--- config.mk ---
export PLATFORM = sky130hd
export DESIGN_NAME = alu_result_stage
export DESIGN_NICKNAME = d
export VERILOG_FILES = /design/src/rtl/alu_result_stage_pkg.sv /design/src/rtl/alu_skid_buf.sv /design/src/rtl/alu_result_stage.sv
export SDC_FILE = /design/constraint.sdc
export NUM_CORES = 1
export LEC_CHECK = 0
export CAP_MARGIN = 30
export CORE_UTILIZATION = 44
export CTS_CLUSTER_SIZE = 28
export DETAILED_ROUTE_END_ITERATION = 10
export GPL_TIMING_DRIVEN = 0
export HOLD_SLACK_MARGIN = 0.12
export PLACE_DENSITY = 0.82
export SETUP_SLACK_MARGIN = 0.5
export SLEW_MARGIN = 30
export SYNTH_ARGS = -nofsm -noshare
export SYNTH_HDL_FRONTEND = slang
export SYNTH_SLANG_ARGS = --single-unit
--- constraint.sdc ---
create_clock -name Clk -period 1.9 [get_ports Clk]
set_input_delay 0.475 -clock Clk [delete_from_list [all_inputs] [get_ports Clk]]
set_output_delay 0.475 -clock Clk [all_outputs]
set_load 0.01 [all_outputs]
--- src/rtl/alu_result_stage_pkg.sv ---
// Shared widths, NZCV bit positions and the buffered entry type for the ALU result stage.
package alu_result_stage_pkg;

    localparam int unsigned DATA_W_DEF = 32;
    localparam int unsigned FLAG_W_DEF = 4;
    localparam int unsigned RD_W_DEF   = 4;

    localparam int unsigned FLAG_N = 3;
    localparam int unsigned FLAG_Z = 2;
    localparam int unsigned FLAG_C = 1;
    localparam int unsigned FLAG_V = 0;

    typedef struct packed {
        logic [DATA_W_DEF-1:0] result;
        logic [RD_W_DEF-1:0]   rd;
    } entry_t;

endpackage

--- src/rtl/alu_skid_buf.sv ---
// Two-entry valid/ready buffer; output is always taken from the head register.
module alu_skid_buf
    import alu_result_stage_pkg::*;
#(
    parameter type data_t = entry_t
) (
    input  logic  clk_i,
    input  logic  rst_ni,
    input  logic  flush_i,
    input  logic  in_valid_i,
    output logic  in_ready_o,
    input  data_t in_data_i,
    output logic  out_valid_o,
    input  logic  out_ready_i,
    output data_t out_data_o
);

    logic [1:0] count_q, count_d;
    data_t      head_q, head_d;
    data_t      tail_q, tail_d;
    logic       push, pop;

    // Ready comes only from occupancy so it never depends on out_ready_i.
    assign in_ready_o  = (count_q < 2'd2);
    assign out_valid_o = (count_q != 2'd0);
    assign out_data_o  = head_q;

    assign push = in_valid_i && in_ready_o;
    assign pop  = out_valid_o && out_ready_i;

    always_comb begin
        count_d = count_q;
        head_d  = head_q;
        tail_d  = tail_q;
        if (flush_i) begin
            count_d = 2'd0;
        end else begin
            unique case ({push, pop})
                2'b10: begin
                    if (count_q == 2'd0) begin
                        head_d = in_data_i;
                    end else begin
                        tail_d = in_data_i;
                    end
                    count_d = count_q + 2'd1;
                end
                2'b01: begin
                    head_d  = tail_q;
                    count_d = count_q - 2'd1;
                end
                // Push and pop together only happen at occupancy 1.
                2'b11: head_d = in_data_i;
                default: ;
            endcase
        end
    end

    always_ff @(posedge clk_i) begin
        if (!rst_ni) begin
            count_q <= 2'd0;
            head_q  <= '0;
            tail_q  <= '0;
        end else begin
            count_q <= count_d;
            head_q  <= head_d;
            tail_q  <= tail_d;
        end
    end

endmodule

--- src/rtl/alu_result_stage.sv ---
// ALU result stage: skid-buffers results towards write-back and owns the NZCV flag register.
// Define FLAG_FORWARD_EN to bypass a same-cycle flag update onto the Flag output.
module alu_result_stage
    import alu_result_stage_pkg::*;
#(
    parameter int unsigned DATA_W = DATA_W_DEF,
    parameter int unsigned FLAG_W = FLAG_W_DEF,
    parameter int unsigned RD_W   = RD_W_DEF
) (
    input  logic              Clk,
    input  logic              Rst_n,
    input  logic              Flush,
    input  logic              In_Valid,
    output logic              In_Ready,
    input  logic [DATA_W-1:0] In_Result,
    input  logic [RD_W-1:0]   In_Rd,
    input  logic [FLAG_W-1:0] In_New_Flag,
    input  logic              In_S,
    output logic              Out_Valid,
    input  logic              Out_Ready,
    output logic [DATA_W-1:0] Out_Result,
    output logic [RD_W-1:0]   Out_Rd,
    output logic [FLAG_W-1:0] Flag
);

    typedef struct packed {
        logic [DATA_W-1:0] result;
        logic [RD_W-1:0]   rd;
    } stage_entry_t;

    stage_entry_t      in_entry, out_entry;
    logic              accept;
    logic [FLAG_W-1:0] flag_q, flag_d;

    assign in_entry = '{result: In_Result, rd: In_Rd};

    alu_skid_buf #(
        .data_t (stage_entry_t)
    ) u_skid_buf (
        .clk_i       (Clk),
        .rst_ni      (Rst_n),
        .flush_i     (Flush),
        .in_valid_i  (In_Valid),
        .in_ready_o  (In_Ready),
        .in_data_i   (in_entry),
        .out_valid_o (Out_Valid),
        .out_ready_i (Out_Ready),
        .out_data_o  (out_entry)
    );

    assign Out_Result = out_entry.result;
    assign Out_Rd     = out_entry.rd;

    // A flushed accept still commits its flags; flush only drops buffered data.
    assign accept = In_Valid && In_Ready;

    always_comb begin
        flag_d = flag_q;
        if (accept && In_S) begin
            flag_d = In_New_Flag;
        end
    end

    always_ff @(posedge Clk) begin
        if (!Rst_n) begin
            flag_q <= '0;
        end else begin
            flag_q <= flag_d;
        end
    end

`ifdef FLAG_FORWARD_EN
    assign Flag = (accept && In_S) ? In_New_Flag : flag_q;
`else
    assign Flag = flag_q;
`endif

endmodule

-- Yosys cells after proc, flatten, opt, wreduce, memory -nomap -nowiden
Index checks and enable logic that the tools add are counted.
- input bits: 46
- word-level logic and storage cells: 29
- flip-flop bits (word level): 78
- reductions and logical operators: 10
- $add $sub $neg: 2
- bitwise gates (word level): 3
- $lt $le $gt $ge: 1
- eq/ne operators: 4
- muxes and demuxes: 3
- operators with widths (kind ; number):
    $pmux 36 s3 ; 1
    $mux 36 ; 1
    $reduce_and 3->1 ; 2
    $eq 2x2->1 const B ; 2
    $pmux 2 s2 ; 1
    $reduce_bool 2->1 ; 2
    $logic_and 1x1->1 ; 3
    $not 1->1 ; 3
    $reduce_bool 3->1 ; 1
    $add 2x1->2 const B ; 1
    $eq 2x1->1 const B ; 1
    $logic_not 2->1 ; 1
    $lt 2x2->1 const B ; 1
    $ne 2x1->1 const B ; 1
    $reduce_or 2->1 ; 1
    $sub 2x1->2 const B ; 1

-- Longest topological paths before layout
Gate-level depths: netlist (run 1).
- depth after elaboration: 5
- mapped depth: 8
- depth with buffers taken out: 6

-- By module
Synthesis (run 1) repeated with hierarchy kept, for this count alone.
- cells, all modules: 367
- area total of the unflattened synthesis: 3497.1 um2
- modules (own cells, without submodules) (module ; area an instance (um2) ; cells each ; instances ; seq. area each (um2)):
    alu_skid_buf ; 3331.9 ; 348 ; 1 ; 1481.4
    alu_result_stage ; 165.2 ; 19 ; 1 ; 80.1

-- Worst setup path after synthesis (run 1)
OpenSTA, ideal clock, no wires.
- path kind: input to register
- from: in Out_Ready
- to: reg u_skid_buf.head_q, in the netlist u_skid_buf.out_data_o[0]
- cell stages on the path: 7
- required time: 1.781 ns
- path slack: 0.013 ns
- arrival: 1.768 ns
- buffers on the path: 2
- cells stage by stage: o21a_1 -> ha_1 -> buf_2 -> buf_2 -> mux2i_1 -> nand2_1 -> o221a_1
- cells in the longest elaborated chain, start to end: 4
- elaborated cells on any way between the ends: 8
- classes of those cells: 4 x eq/ne; 1 x mux; 3 x reduce/logical
- ends and longest elaborated chain (element ; RTL line ; RTL):
    start, declared ; alu_result_stage.sv:20 ; input logic Out_Ready,
    $logic_and 1x1->1 * ; alu_skid_buf.sv:29 ; assign pop = out_valid_o && out_ready_i;
    $eq 2x2->1 or $eq 2x1->1 (tied branches) ; alu_skid_buf.sv:38 ; unique case ({push, pop})
    $ne 2x1->1 (no line) or $reduce_bool 3->1 (tied branches) ; - ;
    $reduce_and 3->1 (no line) ; - ;
    end signal, assigned ; alu_skid_buf.sv:61 ; head_q <= '0;
    end signal, assigned ; alu_skid_buf.sv:65 ; head_q <= head_d;
    end, declared ; alu_skid_buf.sv:19 ; data_t head_q, head_d;
Every way passes the cells marked *; elsewhere a longest branch is shown, timed or not.
A chain may end at the register's enable or synchronous reset.

-- Worst setup path in the final report (run 1)
- from: reg u_skid_buf.count_q[0]
- to: reg u_skid_buf.head_q, in the netlist u_skid_buf.out_data_o[5]
- cells in the longest elaborated chain, start to end: 5
- elaborated cells on any way between the ends: 12
- classes of those cells: 1 x order compare; 4 x eq/ne; 1 x mux; 6 x reduce/logical
- ends and longest elaborated chain (element ; RTL line ; RTL):
    start, declared ; alu_skid_buf.sv:18 ; logic [1:0] count_q, count_d;
    start signal, assigned ; alu_skid_buf.sv:64 ; count_q <= count_d;
    $lt 2x2->1 or $reduce_bool 2->1 (tied branches) ; alu_skid_buf.sv:24, alu_skid_buf.sv:25 ;
    $logic_and 1x1->1 (on tied branches) ; alu_skid_buf.sv:28, alu_skid_buf.sv:29 ;
    $eq 2x2->1 or $eq 2x1->1 (tied branches) ; alu_skid_buf.sv:38 ;
    $ne 2x1->1 (no line) or $reduce_bool 3->1 (tied branches) ; - ;
    $reduce_and 3->1 (no line) ; - ;
Several ways; a longest one is shown, not always the timed one.

==> results of run 1 <==
-- how the worst max path moves through the flow --
stage	start	to	slack, ns
2_1_floorplan	In_Valid	u_skid_buf.out_data_o[0]	0.26
3_5_place_dp	In_Valid	u_skid_buf.out_data_o[30]	-0.43
6_report	u_skid_buf.count_q[0]	u_skid_buf.out_data_o[5]	0.1
5_1_grt	u_skid_buf.count_q[0]	u_skid_buf.tail_q[12]	0.08
4_1_cts	u_skid_buf.count_q[1]	u_skid_buf.out_data_o[18]	0.14
3_3_place_gp	In_Valid	u_skid_buf.out_data_o[13]	-0.39
-- per-layer routing --
layer | wire [µm] | vias to the layer above
li1 | - | 1557
met1 | 4173 | 1593
met2 | 4830 | 113
met3 | 585 | 15
met4 | 151 | 0
met5 | 0 | -
-- state kept, by name, summed over array words and instances (netlist names) --
signal / cells
u_skid_buf.count_q: 2
Flag: 4
u_skid_buf.tail_q: 36
u_skid_buf.out_data_o: 36
-- cell families (layout without fill, tap and decap cells) --
logic type | count (synthesis) | in the layout
AO/OA/AOI/OAI | 113 | 113
XOR/XNOR | 2 | 2
adder cells (fa/ha/maj) | 2 | 2
buffers and inverters | 40 | 163
flip-flops | 78 | 78
multiplexers | 40 | 40
AND/OR/NAND/NOR | 85 | 85
-- where the power goes --
part / internal (mW) / switching, mW / leakage (nW) / total (mW)
Combinational: 0.407 / 0.382 / 1.20 / 0.790
Sequential: 1.73 / 0.0494 / 0.650 / 1.78
Clock: 0.871 / 0.621 / 0.112 / 1.49
Total: 3.01 / 1.05 / 1.96 / 4.07
-- worst register-to-register path, cell delays in order, from the launching register on --
cell and delay [ns]:
dfxtp_4 0.36, buf_6 0.12, o21a_4 0.23, ha_4 0.18
buf_12 0.15, buf_6 0.12, mux2i_1 0.17, nand2_1 0.12
o221a_2 0.24
-- layout make-up --
class,instances,share of cell area [%]
plain buffers,35,6.277
clock inverters,6,2.141
multi-input cells,242,35.47
flip-flops and latches,78,31.29
clock buffers,10,2.482
well taps,102,2.482
repair buffers,107,19.15
inverters,5,0.7056
-- cells in the final DEF, fill, tap and decap left out, types with 2 or more instances in the layout --
cell type        count
bufinv_16            3
clkbuf_16            5
o21ai_0             37
clkinvlp_4           2
clkbuf_1            13
nand2_1             37
buf_12               4
a21boi_1            26
mux2i_2              3
mux2i_1             37
inv_4                2
o221a_1             30
o221a_2              6
dfxtp_4              2
clkbuf_4             2
ha_4                 2
dfxtp_2             32
clkbuf_8            12
dfxtp_1             44
buf_8                2
a21boi_2             3
a21oi_4              2
buf_6               12
clkdlybuf4s50_1     41
buf_2               37
nand3_1             36
a21boi_0             7
buf_4               10
clkdlybuf4s15_2      9
nor2b_1              4
-- repair_timing --
action,in CTS,in global routing
resized for setup,205,69
cloned,1,4
pin swaps,2,7
setup buffers,10,6
setup endpoints to repair,116,105
==> metrics.md, run 1 <==
| Metric | Value |
|---|---|
| First-pass DRT Iterations | 4 |
| Initial Util | 45.33% |
| Util after Layout | 66.89% |
| Post-route minimum period | 1.800 ns |
| Sequential fraction of the synthesis area | 44.81% |
| Port bufs | 86 |
| WP data arrival | 2.05 ns |
| Grt ovf | 0 |
| Clock Tree Root | clkbuf_8 |
| Post-synthesis register bit count | 78 |
| Cell depth of the worst setup path | 8 |
| Net Count, Synth | 408 |
| Synth Area in Compound Gates | 25.78% |
| Post-route ant nets | 0 |
| Placed cells | 548 |
| Worst vdd ir | 0.4560 mV |
| Synth Area per Inst | 9.679 µm² |
| Antenna cells | 0 |
| Most common cell on crit path | buf_6 |
| Critical path capture point type | register |
| P&R area growth vs syn | 47.58% |
| DIE AREA | 0.008279 mm² |
| Vias | 3,278 |
| I/O pins | 88 |
| Crit path launch type | register |
| Count leader, synth | dfxtp_1 |
| Drt wl/cell | 16.65 µm |
| Slowest-stage cell, CP | dfxtp_4 |
| Antenna violations before repair | 0 |
| Hold endpoint | u_skid_buf.tail_q[23] |
| Fill count | 623 |
| WHS | 0.4747 ns |
| Slew HR | 67.54% |
| Leakage | 1.962 nW |
| Sink Count | 78 |
| Area contributors post-synth | dfxtp_1, mux2i_1, o221a_1, a21boi_0, o21ai_0 |
| Reg2reg setup slack | 0.1 ns |
| FF-to-FF path depth | 8 |
| Number of synthesized flops with an enable pin | 0 |
| DR DRC count | 0 |
| Pre-CTS setup slack | -0.4341 ns |
| Skew final | 0.008483 ns |
| Met1 Track Usage GR | 29.04% |
| Hold Violations, Final | 0 |
| Yosys top cell by area | dfxtp_1 |
| Cts hold-fix bufs | 0 |
| Adder-cell share of the synthesized area | 0.7181% |
| F_max | 555.5 MHz |
| Routed vias/inst | 5.603 |
| Worst EP required | 2.15 ns |
| Final RePlAce weighted congestion | 0.7812 |
| Fraction of layout cells with a size suffix above 1 | 33.33% |
| Met2 usage | 38.76% |
| Primary FF master, synth | dfxtp_1 |
| CP Cell Sequence | buf_6 > o21a_4 > ha_4 > buf_12 > buf_6 > mux2i_1 > nand2_1 > o221a_2 |
| M3 GR Usage | 4.858% |
| Site Rows | 32 |
| Post-Route WL | 9741 µm |
| Largest net degree at the start of global routing | 14 |
| CTS tree | yes |
| Setup-failing EPs final | 0 |
| Ys async rst share | 0% |
| Number of max-slew violations in the final report | 0 |
| Register area | 0.001609 mm² |
| CP max FO | 6 |
| Family with the most delay on the worst path | compound AO/OA/AOI/OAI gates |
| Synthesized area | 0.003485 mm² |
| XOR/XNOR Fraction of Synth Area | 0.5027% |
| RSZ-0062 raised after global routing | yes |
| Worst slew pin tran | 0.4869 ns |
| Pwr dens | 790.6 mW/mm² |
| Simple-gate area share of the yosys netlist | 11.35% |
| Slowest stage delay, CP | 0.36 ns |
| DRT iter0 DRCs | 151 |
| Global route hottest layer | met2 |
| Synthesis Warnings | 0 |
| First-pass GRT wire length | 15,320 µm |
| Clock latency on the worst-skew pair | 0.36 ns |
| Status | finished clean |
| R2r startpoint | u_skid_buf.count_q[0] |
| Final non-filler cell area | 0.005142 mm² |
| Yosys top cell area share | 44.81% |
| Setup TNS | 0 ns |
| Tcrit/Tclk final | 94.74% |
| Htree depth | 3 |
| Die Wd | 90.99 µm |
| Vias in the first global route | 3,180 |
| Max clock buf depth | 2 |
| RR Endpoint | u_skid_buf.out_data_o[5] |
| Tot GR Track Use | 23.35% |
| Worst Hold Depth | 2 |
| Count of buffer and inverter cells on the critical path | 3 |
| Crit Path Category | register to register |
| Mux share of post-synthesis cell area | 11.49% |
| CTS buffer count | 9 |
| Nets | 526 |
| Yosys cell types | 28 |
| Placed cell area | 0.004569 mm² |
| Hold Crit Class | register to register |
| Final Worst Setup Slack | 0.09988 ns |
| HPWL Detailed | 6204 µm |
| Worst-path clk slew | 0.08 ns |
| CORE AREA | 0.007687 mm² |
| Main combinational cell family by area after synthesis | compound AO/OA/AOI/OAI gates |
| Mapped Cells | 360 |
| Multi-input gate area | 0.001824 mm² |
| Die height | 90.99 µm |
| Layout Cells excl Fill | 585 |
| Max Cap Viol | 0 |
| Total power | 4.065 mW |
| Hold_sp | u_skid_buf.tail_q[23] |
| Synth cell count leaders | dfxtp_1, mux2i_1, nand2_1, o21ai_0, nand3_1 |
(Power assumes the default switching activity.)
==> inputs of run 2 (changes only) <==
- HOLD_SLACK_MARGIN: 0.12 -> not set
==> results of run 2 <==
No change in the layout: final DEF, timing and power equal those of run 1.
==> inputs of run 3 (changes only) <==
- CTS_BUF_LIST: not set -> sky130_fd_sc_hd__clkbuf_16
- CTS_CLUSTER_DIAMETER: not set -> 120
==> run 3 against run 2 <==
Sequential power about the same. Combinational power increased by 4.1%. Worst setup slack improved by 0.044 ns. Highest routed layer unchanged.
==> metrics.md, run 3 (synthesis results as in run 1) <==
| Metric | Value |
|---|---|
| Most frequent cells in the layout | dfxtp_1, clkdlybuf4s50_1, mux2i_1, nand2_1 |
| Die Wd | 90.99 µm (unchanged) |
| Hold Violations, Final | 0 (unchanged) |
| Crit path from | u_skid_buf.count_q[1] |
| CORE AREA | 0.007687 mm² (unchanged) |
| Slowest stage delay, CP | 0.36 ns (about the same) |
| Worst-path clk slew | 0.06 ns (-0.02 ns) |
| Post-route ant nets | 0 (unchanged) |
| Max Cap Viol | 0 (unchanged) |
| Nets | 527 (+0.19%) |
| Leakage | 2.013 nW (+2.6%) |
| CTS tree | yes |
| Antenna violations before repair | 0 (unchanged) |
| Status | finished clean |
| P&R area growth vs syn | 50.70% |
| Hold_sp | u_skid_buf.tail_q[7] |
| Crit Path Category | register to register |
| Crit path launch type | register |
| Met3 Routed Length | 617 µm (+5.5%) |
| Family with the most delay on the worst path | buffers and inverters |
| DIE AREA | 0.008279 mm² (unchanged) |
| Antenna cells | 0 (unchanged) |
| Final RePlAce weighted congestion | 0.7812 (unchanged) |
| WHS | 0.4760 ns (+0.001312 ns) |
| Post-Route WL | 10,070 µm (+3.4%) |
| Placed cells | 548 (unchanged) |
| Slowest-stage cell, CP | dfxtp_4 |
| HPWL Detailed | 6204 µm (unchanged) |
| Multi-input gate area | 0.001833 mm² (+0.48%) |
| Commonest non-fill, non-tap cell in the layout | dfxtp_1 |
| Max clock buf depth | 2 (unchanged) |
| Htree depth | 3 (unchanged) |
| Worst EP required | 2.16 ns (about the same) |
| CP Cell Sequence | buf_12 > o21a_4 > ha_4 > buf_12 > buf_6 > xnor2_2 > or3_1 > a21oi_1 |
| Worst slew pin tran | 0.5055 ns (+0.01859 ns) |
| Sink Count | 78 (unchanged) |
| Site Rows | 32 (unchanged) |
| Tot GR Track Use | 24.24% (+0.89 points) |
| Met1 wire length | 4226 µm (+1.3%) |
| DR DRC count | 0 (unchanged) |
| Setup TNS | 0 ns (unchanged) |
| Number of max-slew violations in the final report | 0 (unchanged) |
| Fill count | 607 (-2.6%) |
| Tcrit/Tclk final | 92.44% (-2.3 points) |
| First-pass DRT Iterations | 4 (unchanged) |
| Clock Tree Root | clkbuf_16 |
| Critical path capture point type | register |
| Die height | 90.99 µm (unchanged) |
| Port bufs | 86 (unchanged) |
| I/O pins | 88 (unchanged) |
| DRT iter0 DRCs | 158 (+4.6%) |
| Post-route minimum period | 1.756 ns (-0.04378 ns) |
| Skew final | 0.007390 ns (-0.001093 ns) |
| R2r startpoint | u_skid_buf.count_q[1] |
| DR top layer | met4 |
| WP data arrival | 2.02 ns (-0.03 ns) |
| Hold Crit Class | register to register |
| Setup-failing EPs final | 0 (unchanged) |
| Placed cell area | 0.004569 mm² (unchanged) |
| First-pass GRT wire length | 15,840 µm (+3.4%) |
| Layout Cells excl Fill | 586 (+0.17%) |
| Clock latency on the worst-skew pair | 0.34 ns (-0.02 ns) |
| RSZ-0062 raised after global routing | yes |
| Count of buffer and inverter cells on the critical path | 3 (unchanged) |
| Worst vdd ir | 0.5833 mV (+28%) |
| CP max FO | 7 (+1) |
| Register area | 0.001578 mm² (-1.9%) |
| Final non-filler cell area | 0.005251 mm² (+2.1%) |
| Fraction of layout cells with a size suffix above 1 | 28.10% (-5.2 points) |
| Slew HR | 66.30% (-1.2 points) |
| Most common cell on crit path | buf_12 |
| Vias | 3,284 (+0.18%) |
| Grt ovf | 0 (unchanged) |
| Pwr dens | 869.7 mW/mm² (+10%) |
| Largest net degree at the start of global routing | 14 (unchanged) |
| F_max | 569.4 MHz (+2.5%) |
| CTS buffer count | 9 (unchanged) |
| Met2 Wirelength | 5089 µm (+5.4%) |
| Drt wl/cell | 17.19 µm (+3.2%) |
| Routed vias/inst | 5.604 (about the same) |
| Initial Util | 45.33% (unchanged) |
| Vias in the first global route | 3,237 (+1.8%) |
## run 3: cell types whose count changed in the layout (fill, tap and decap cells not counted), sizes merged
cell	previous run	this run
buf	66	43
clkbuf	33	55
clkdlybuf4s15	10	11
inv	4	5
## run 3: tightest hold or removal path, delay by kind of cell, from the launching register on
kind	cells	cell delay [ns]
AOI/OAI and AO/OA	2	0.12
DFF	1	0.30
## run 3: cell type report
class	instances	area share (%)
inverters	5	0.6433
repair buffers	108	18.78
clock buffers	9	4.289
plain buffers	35	6.743
clock inverters	7	2.168
well taps	102	2.430
multi-input cells	242	34.91
flip-flops and latches	78	30.05
## run 3: routing by layer
layer | vias up | track usage, %
li1 | 1565 | -
met1 | 1600 | 29.71
met2 | 106 | 41.54
met3 | 13 | 5.779
met4 | 0 | 8.333
met5 | - | 0
## run 3: power breakdown
part / internal [mW] / switching, mW / total, mW
clock network: 1.28 / 0.688 / 1.96
logic: 0.430 / 0.393 / 0.822
registers: 1.73 / 0.0532 / 1.78
total: 3.43 / 1.13 / 4.57
## run 3: through the flow
| step | total power, mW | util, % | setup WS, ns |
|---|---|---|---|
| finish | 4.567 | 68.31 | 0.1437 |
| global route | 4.730 | 68.31 | 0.06934 |
| CTS | 4.549 | 68.54 | 0.1363 |
| detailed placement | 2.542 | 59.44 | -0.4341 |
| global placement | 2.525 | 59.44 | -0.3876 |
| floorplan | 2.187 | - | 0.2559 |
## run 3: path summary, 6_finish.rpt
path | to | slack [ns] | cells after the start
worst min-delay path | u_skid_buf.tail_q[7] | 0.48 | 2
worst min register to register | u_skid_buf.tail_q[7] | 0.48 | 2
worst max register to register | u_skid_buf.count_q[1] | 0.14 | 8
worst max-delay path | u_skid_buf.count_q[1] | 0.14 | 8
## run 3: what timing repair did
action,CTS,global route
endpoints found under the setup margin,116,109
setup buffers,17,2
resized for setup,169,61
gates cloned,2,1
hold buffers,0,0
pin swaps,8,9
==> variant 1: new RTL, settings of run 1 <==
Register the output `Flag` once more, with the module's reset; this adds one clock of latency there. The other outputs are not delayed to match. Comments in the files are not updated.
--- a/src/rtl/alu_result_stage.sv
+++ b/src/rtl/alu_result_stage.sv
@@ -73,5 +73,11 @@
     assign Flag = (accept && In_S) ? In_New_Flag : flag_q;
 `else
-    assign Flag = flag_q;
+    always_ff @(posedge Clk) begin
+        if (!Rst_n) begin
+            Flag <= '0;
+        end else begin
+            Flag <= flag_q;
+        end
+    end
 `endif
 
Function: changed (Yosys sat finds a counterexample within 4 cycles, from zero or initial values and one cycle with Rst_n low).
==> variant 1 against run 1 <==
Cell area rose by 3.7%. Total power increased by 4.1%. Sequential share of layout area is 0.35 points higher. Sequential cell count rose by 4. Setup slack lost 2.0 ps. Synthesized area is 3.2% higher. Wire length grew 9.6%. Critical path depth stayed put. Critical endpoint is now u_skid_buf.count_q[1]$_SDFFE_PP0P_.
==> variant 1: results (changes against run 1) <==
- Outcome: finished, final reports clean
- # placed instances: 557 (+1.6%)
- The final cycle utilization of the critical path is 94.85% (+0.11 points).
- The final net count came to 549 (+4.4%).
* Iteration-0 DRC count of the detailed router: 221 (+46%)
* Peak VDD IR: 0.5772 mV (+27%)
- The average wire per cell in the routed design came to 17.55 um (+5.4%).
* Leading cell types by count after synthesis: 82 x dfxtp_1, 40 x mux2i_1, 37 x nand2_1, 37 x o21ai_0, 36 x nand3_1
- Layout cells sized above 1: 34.39% (+1.1 points)
* Cells taking the most area after synthesis: dfxtp_1 46%, mux2i_1 11%, o221a_1 9.4%
* Routed length on met3: 558 um (-4.6%)
* Number of buffers added for setup after CTS: 20 (+10)
- The overall via count from detail_route came to 3443 (+5.0%).
* Switching part of the total: 25.84% (-0.063 points)
- Metal2 WL: 5.249 mm (+8.7%)
- The global-route usage over all layers is 25.03% (+1.7 points).
- The instance area at placement came to 4673 um2 (+2.3%).
- The met1 demand-to-capacity share in global routing came to 31.01% (+2.0 points).
* M1 wire length: 4.572 mm (+9.6%)
- Met3 global-route usage: 3.941% (-0.92 points)
- The via count of the first global-routing pass was 3388 (+6.5%).
- The tightest slew margin relative to the limit was 68.56% (+1.0 points).
* Proportion of synthesized chip area in sequential cells: 45.67% (+0.86 points)
- The number of detailed-route iterations in the first pass is 5 (+1).
- Total wire length after detailed routing: 10.67 mm (+9.6%)
- Fraction of met2 tracks used by global routing: 42.35% (+3.6 points)
[variant 1: changes by cell type after synthesis]
cell	delta
buf_2	+1
dfxtp_1	+4
and2_1	+4
clkbuf_1	-2
buf_1	+2
[variant 1: cells by family after synthesis]
family	synth area share, %
AOI/OAI and AO/OA	24.99
xor gates and xnor gates	0.4874
adders and majority gates	0.6960
buffers and inverters	5.325
DFF	45.67
muxes	11.14
and+or+nand+nor	11.70
[variant 1: final cells by class]
type                    count  area (um2)  area share, %
multi-input cells         246        1858          34.83
flip-flops and latches     82        1688          31.64
repair buffers            121        1090          20.43
plain buffers              36       314.1          5.886
clock buffers              11       131.4          2.462
well taps                 102       127.6          2.392
clock inverters             5       102.6          1.923
inverters                   5       23.77         0.4456
[variant 1: critical path, stage by stage, from the launching register on]
cell and delay (ps):
dfxtp_4 370, buf_6 120, o21a_4 230, ha_4 160
buf_12 150, buf_8 130, xnor2_2 120, or3_1 310
a21oi_1 140
[variant 1: final timing paths]
path	slack (ps)	endpoint	depth (start not counted)
max	100	u_skid_buf.count_q[1]$_SDFFE_PP0P_	8
min	480	Flag[0]$_SDFF_PN0_	1
max reg2reg	100	u_skid_buf.count_q[1]$_SDFFE_PP0P_	8
min reg2reg	480	Flag[0]$_SDFF_PN0_	1
[variant 1: power by group through the flow]
stage / Clock (W) / Combinational, W / Sequential [W]
6_report: 0.00151 / 0.000856 / 0.00187
2_1_floorplan: 0 / 0.000351 / 0.00193
5_1_grt: 0.00158 / 0.000915 / 0.00188
3_3_place_gp: 0 / 0.000715 / 0.00190
3_5_place_dp: 0 / 0.000727 / 0.00190
4_1_cts: 0.00151 / 0.000802 / 0.00186
==> variant 2: new RTL, config.mk and constraints of run 1 <==
Made on the original files. Add a define of `FLAG_FORWARD_EN`.
--- a/src/rtl/alu_result_stage.sv
+++ b/src/rtl/alu_result_stage.sv
@@ -1,4 +1,6 @@
 // ALU result stage: skid-buffers results towards write-back and owns the NZCV flag register.
 // Define FLAG_FORWARD_EN to bypass a same-cycle flag update onto the Flag output.
+`define FLAG_FORWARD_EN
+
 module alu_result_stage
     import alu_result_stage_pkg::*;
Function: changed (a bounded check fails within 4 cycles, from zero or initial values and one cycle with Rst_n low).
==> variant 2 against run 1 <==
Die area grew 0.50%. Cell area grew 9.3%. Sequential cell count did not move. Wire length is 13% higher. Synthesized area grew 0.50%. Core utilization grew 5.8 points. Highest routed layer unchanged. Clock power fell by 8%. First-iteration DRC count grew 13%. Largest cell class unchanged. Combinational power up 18%. Total power rose by 0.79%. Critical path depth decreased by 4. Setup slack got worse by 150 ps. The flow now finishes with violations (setup timing).
==> variant 2: results (changes against run 1) <==
* CTS clk-pin slew, worst paths: 80 ps (about the same)
- Leakage Power: 2.128 nW (+8.5%)
- Max H-tree Level: 3 (unchanged)
- Number of buffers added by the clock tree synthesis step: 9 (unchanged)
- Vias after detailed routing: 3455 (+5.4%)
* Half-perimeter wire length after placement: 6.049 mm (-2.5%)
- Layout cells sized above 1: 47.34% (+14 points)
- First-pass GRT wire length: 16.62 mm (+8.5%)
- Arrival time at the worst endpoint: 1470 ps (-580 ps)
* Final slew viol count: 0 (unchanged)
* Hold path endpoint: u_skid_buf.tail_q[1]$_SDFFE_PN0P_
- Worst path setup slack after routing: -46.40 ps (-146.3 ps)
* Outcome: complete, but fails checks
- Synthesized-area fraction occupied by ao, oa, aoi and oai cells: 25.69% (-0.093 points)
- Flop-to-flop setup slack: -30 ps (-130 ps)
* Critical register-to-register path endpoint: u_skid_buf.out_data_o[27]$_SDFFE_PN0P_
- The worst hold path belongs to the class reg2reg.
* Post-layout nets: 550 (+4.6%)
- Number of failing setup endpoints in the final timing report: 12 (+12)
- Iteration-0 DRC count of the detailed router: 170 (+13%)
- Master cell of the clock root buffer: clkbuf_8
* Category of the critical setup timing path: reg2out
- Crit-path slowest cell: dfxtp_4
- The worst setup skew after layout is 9.228 ps (+0.7452 ps).
- Synth cell types: 31 (+11%)
* Main flop type after synthesis: dfxtp_1
- The worst-skew pair later-pin latency is 360 ps (about the same).
* Slew Limit Headroom: 67.64% (+0.095 points)
- The checks that failed: setup timing.
- Yosys warning count: 0 (unchanged)
- Area after DPL: 4596 um2 (+0.58%)
- Initial antenna violation count: 0 (unchanged)
* Worst hold start: u_skid_buf.tail_q[1]$_SDFFE_PN0P_
- Cell family with most CP delay: flip-flops
- Share of synthesized cell area in full adder, half adder and majority cells: 0.7145% (-0.0036 points)
- The via count of the first global-routing pass is 3407 (+7.1%).
- The weighted congestion reported at the end of routability-driven placement came to 0.8413 (+7.7%).
- Start of the worst register-to-register path: u_skid_buf.count_q[1]$_SDFFE_PP0P_
- The part of the Yosys area used for sequential elements came to 44.59% (-0.22 points).
- Xor and xnor fraction of the mapped netlist area: 0.5002% (-0.0025 points)
- The cell depth of the worst hold path was 2 (unchanged).
- The critical-path maximum fanout was 4 (-2).
- Cell depth of the worst flop-to-flop path: 10 (+2)
- Delay of the slowest cell on the worst path: 360 ps (about the same)
- The non-filler instance count after layout is 609 (+4.1%).
- The worst ir drop on vdd is 0.4293 mV (-5.9%).
- Total wire length after detailed routing: 11.05 mm (+13%)
- Sorting the synthesized cells by area gives the leading types as dfxtp_1 45%, mux2i_1 10%, o221a_1 9.6%.
- Total GRT Usage: 25.26% (+1.9 points)
* Maximum clock insertion buffer count: 2 (unchanged)
- Leading cell types by count after synthesis: 78 x dfxtp_1, 37 x nand2_1, 37 x o21ai_0
- Diode count: 0 (unchanged)
- The multiplexer area fraction after synthesis came to 11.58% (+0.085 points).
[variant 2: worst max path at each step]
stage | depth (start not counted) | startpoint | to | slack [ps]
2_1_floorplan | 8 | In_Valid | u_skid_buf.out_data_o[6]$_SDFFE_PN0P_ | 220
3_3_place_gp | 4 | In_Valid | Flag[1] | -680
3_5_place_dp | 4 | In_Valid | Flag[1] | -720
4_1_cts | 4 | u_skid_buf.count_q[1]$_SDFFE_PP0P_ | Flag[1] | -20
5_1_grt | 10 | u_skid_buf.count_q[1]$_SDFFE_PP0P_ | u_skid_buf.out_data_o[23]$_SDFFE_PN0P_ | -90
6_report | 4 | u_skid_buf.count_q[1]$_SDFFE_PP0P_ | Flag[1] | -50
[variant 2: metal layers]
metal	GRT usage, %	vias to the layer above	wire length, um
met5	0	-	0
met2	41.48	129	5515
met3	5.946	15	705
met4	9.259	0	138
li1	-	1610	-
met1	32.24	1701	4692
[variant 2: timing repair]
action	4_1_cts	5_1_grt
buffers inserted	25	15
pin swaps	6	20
setup endpoints to repair	120	113
gates resized for setup	264	107
cloned	5	0
[variant 2: cells by family after synthesis]
logic type / after synthesis
DFF: 78
muxes: 40
xor gates and xnor gates: 2
buffers and inverters: 40
adders and majority gates: 2
AOI/OAI and AO/OA: 113
and+or+nand+nor: 85
[variant 2: final cells by class]
type | count | area (um2)
clock inverter | 6 | 86.33
clock buffer | 10 | 127.6
sequential | 78 | 1614
tap | 102 | 127.6
multi-input combinational | 242 | 2132
timing repair buffer | 131 | 1176
fill | 553 | 2107
inverter | 5 | 31.28
buffer | 35 | 325.3
[variant 2: through the flow]
step                      worst slack (ps)  hold slack (ps)  util [%]  setup TNS [ps]  total power [W]
after floorplan                      221.8            452.2         -               0         0.002198
after global placement              -676.0            458.8     59.47          -25370         0.002540
after detailed placement            -724.4            471.9     59.47          -28720         0.002552
after CTS                           -16.15            476.0     69.75          -50.03         0.003995
after global routing                -88.66            504.5     72.73           -1913         0.004256
final                               -46.40            474.8     72.73          -250.9         0.004097
[variant 2: worst min-delay path, delay by kind of cell (launching register included)]
| kind | cells | cell delay, ps |
|---|---|---|
| DFF | 1 | 310 |
| AOI/OAI and AO/OA | 2 | 120 |
[variant 2: power by group]
group          leakage [nW]  switching [W]  internal (W)  total, W
combinational          1.37       0.000454      0.000481  0.000935
sequential            0.651      0.0000535       0.00174   0.00179
clock                 0.106       0.000635      0.000738   0.00137
total                  2.13        0.00114       0.00295   0.00410
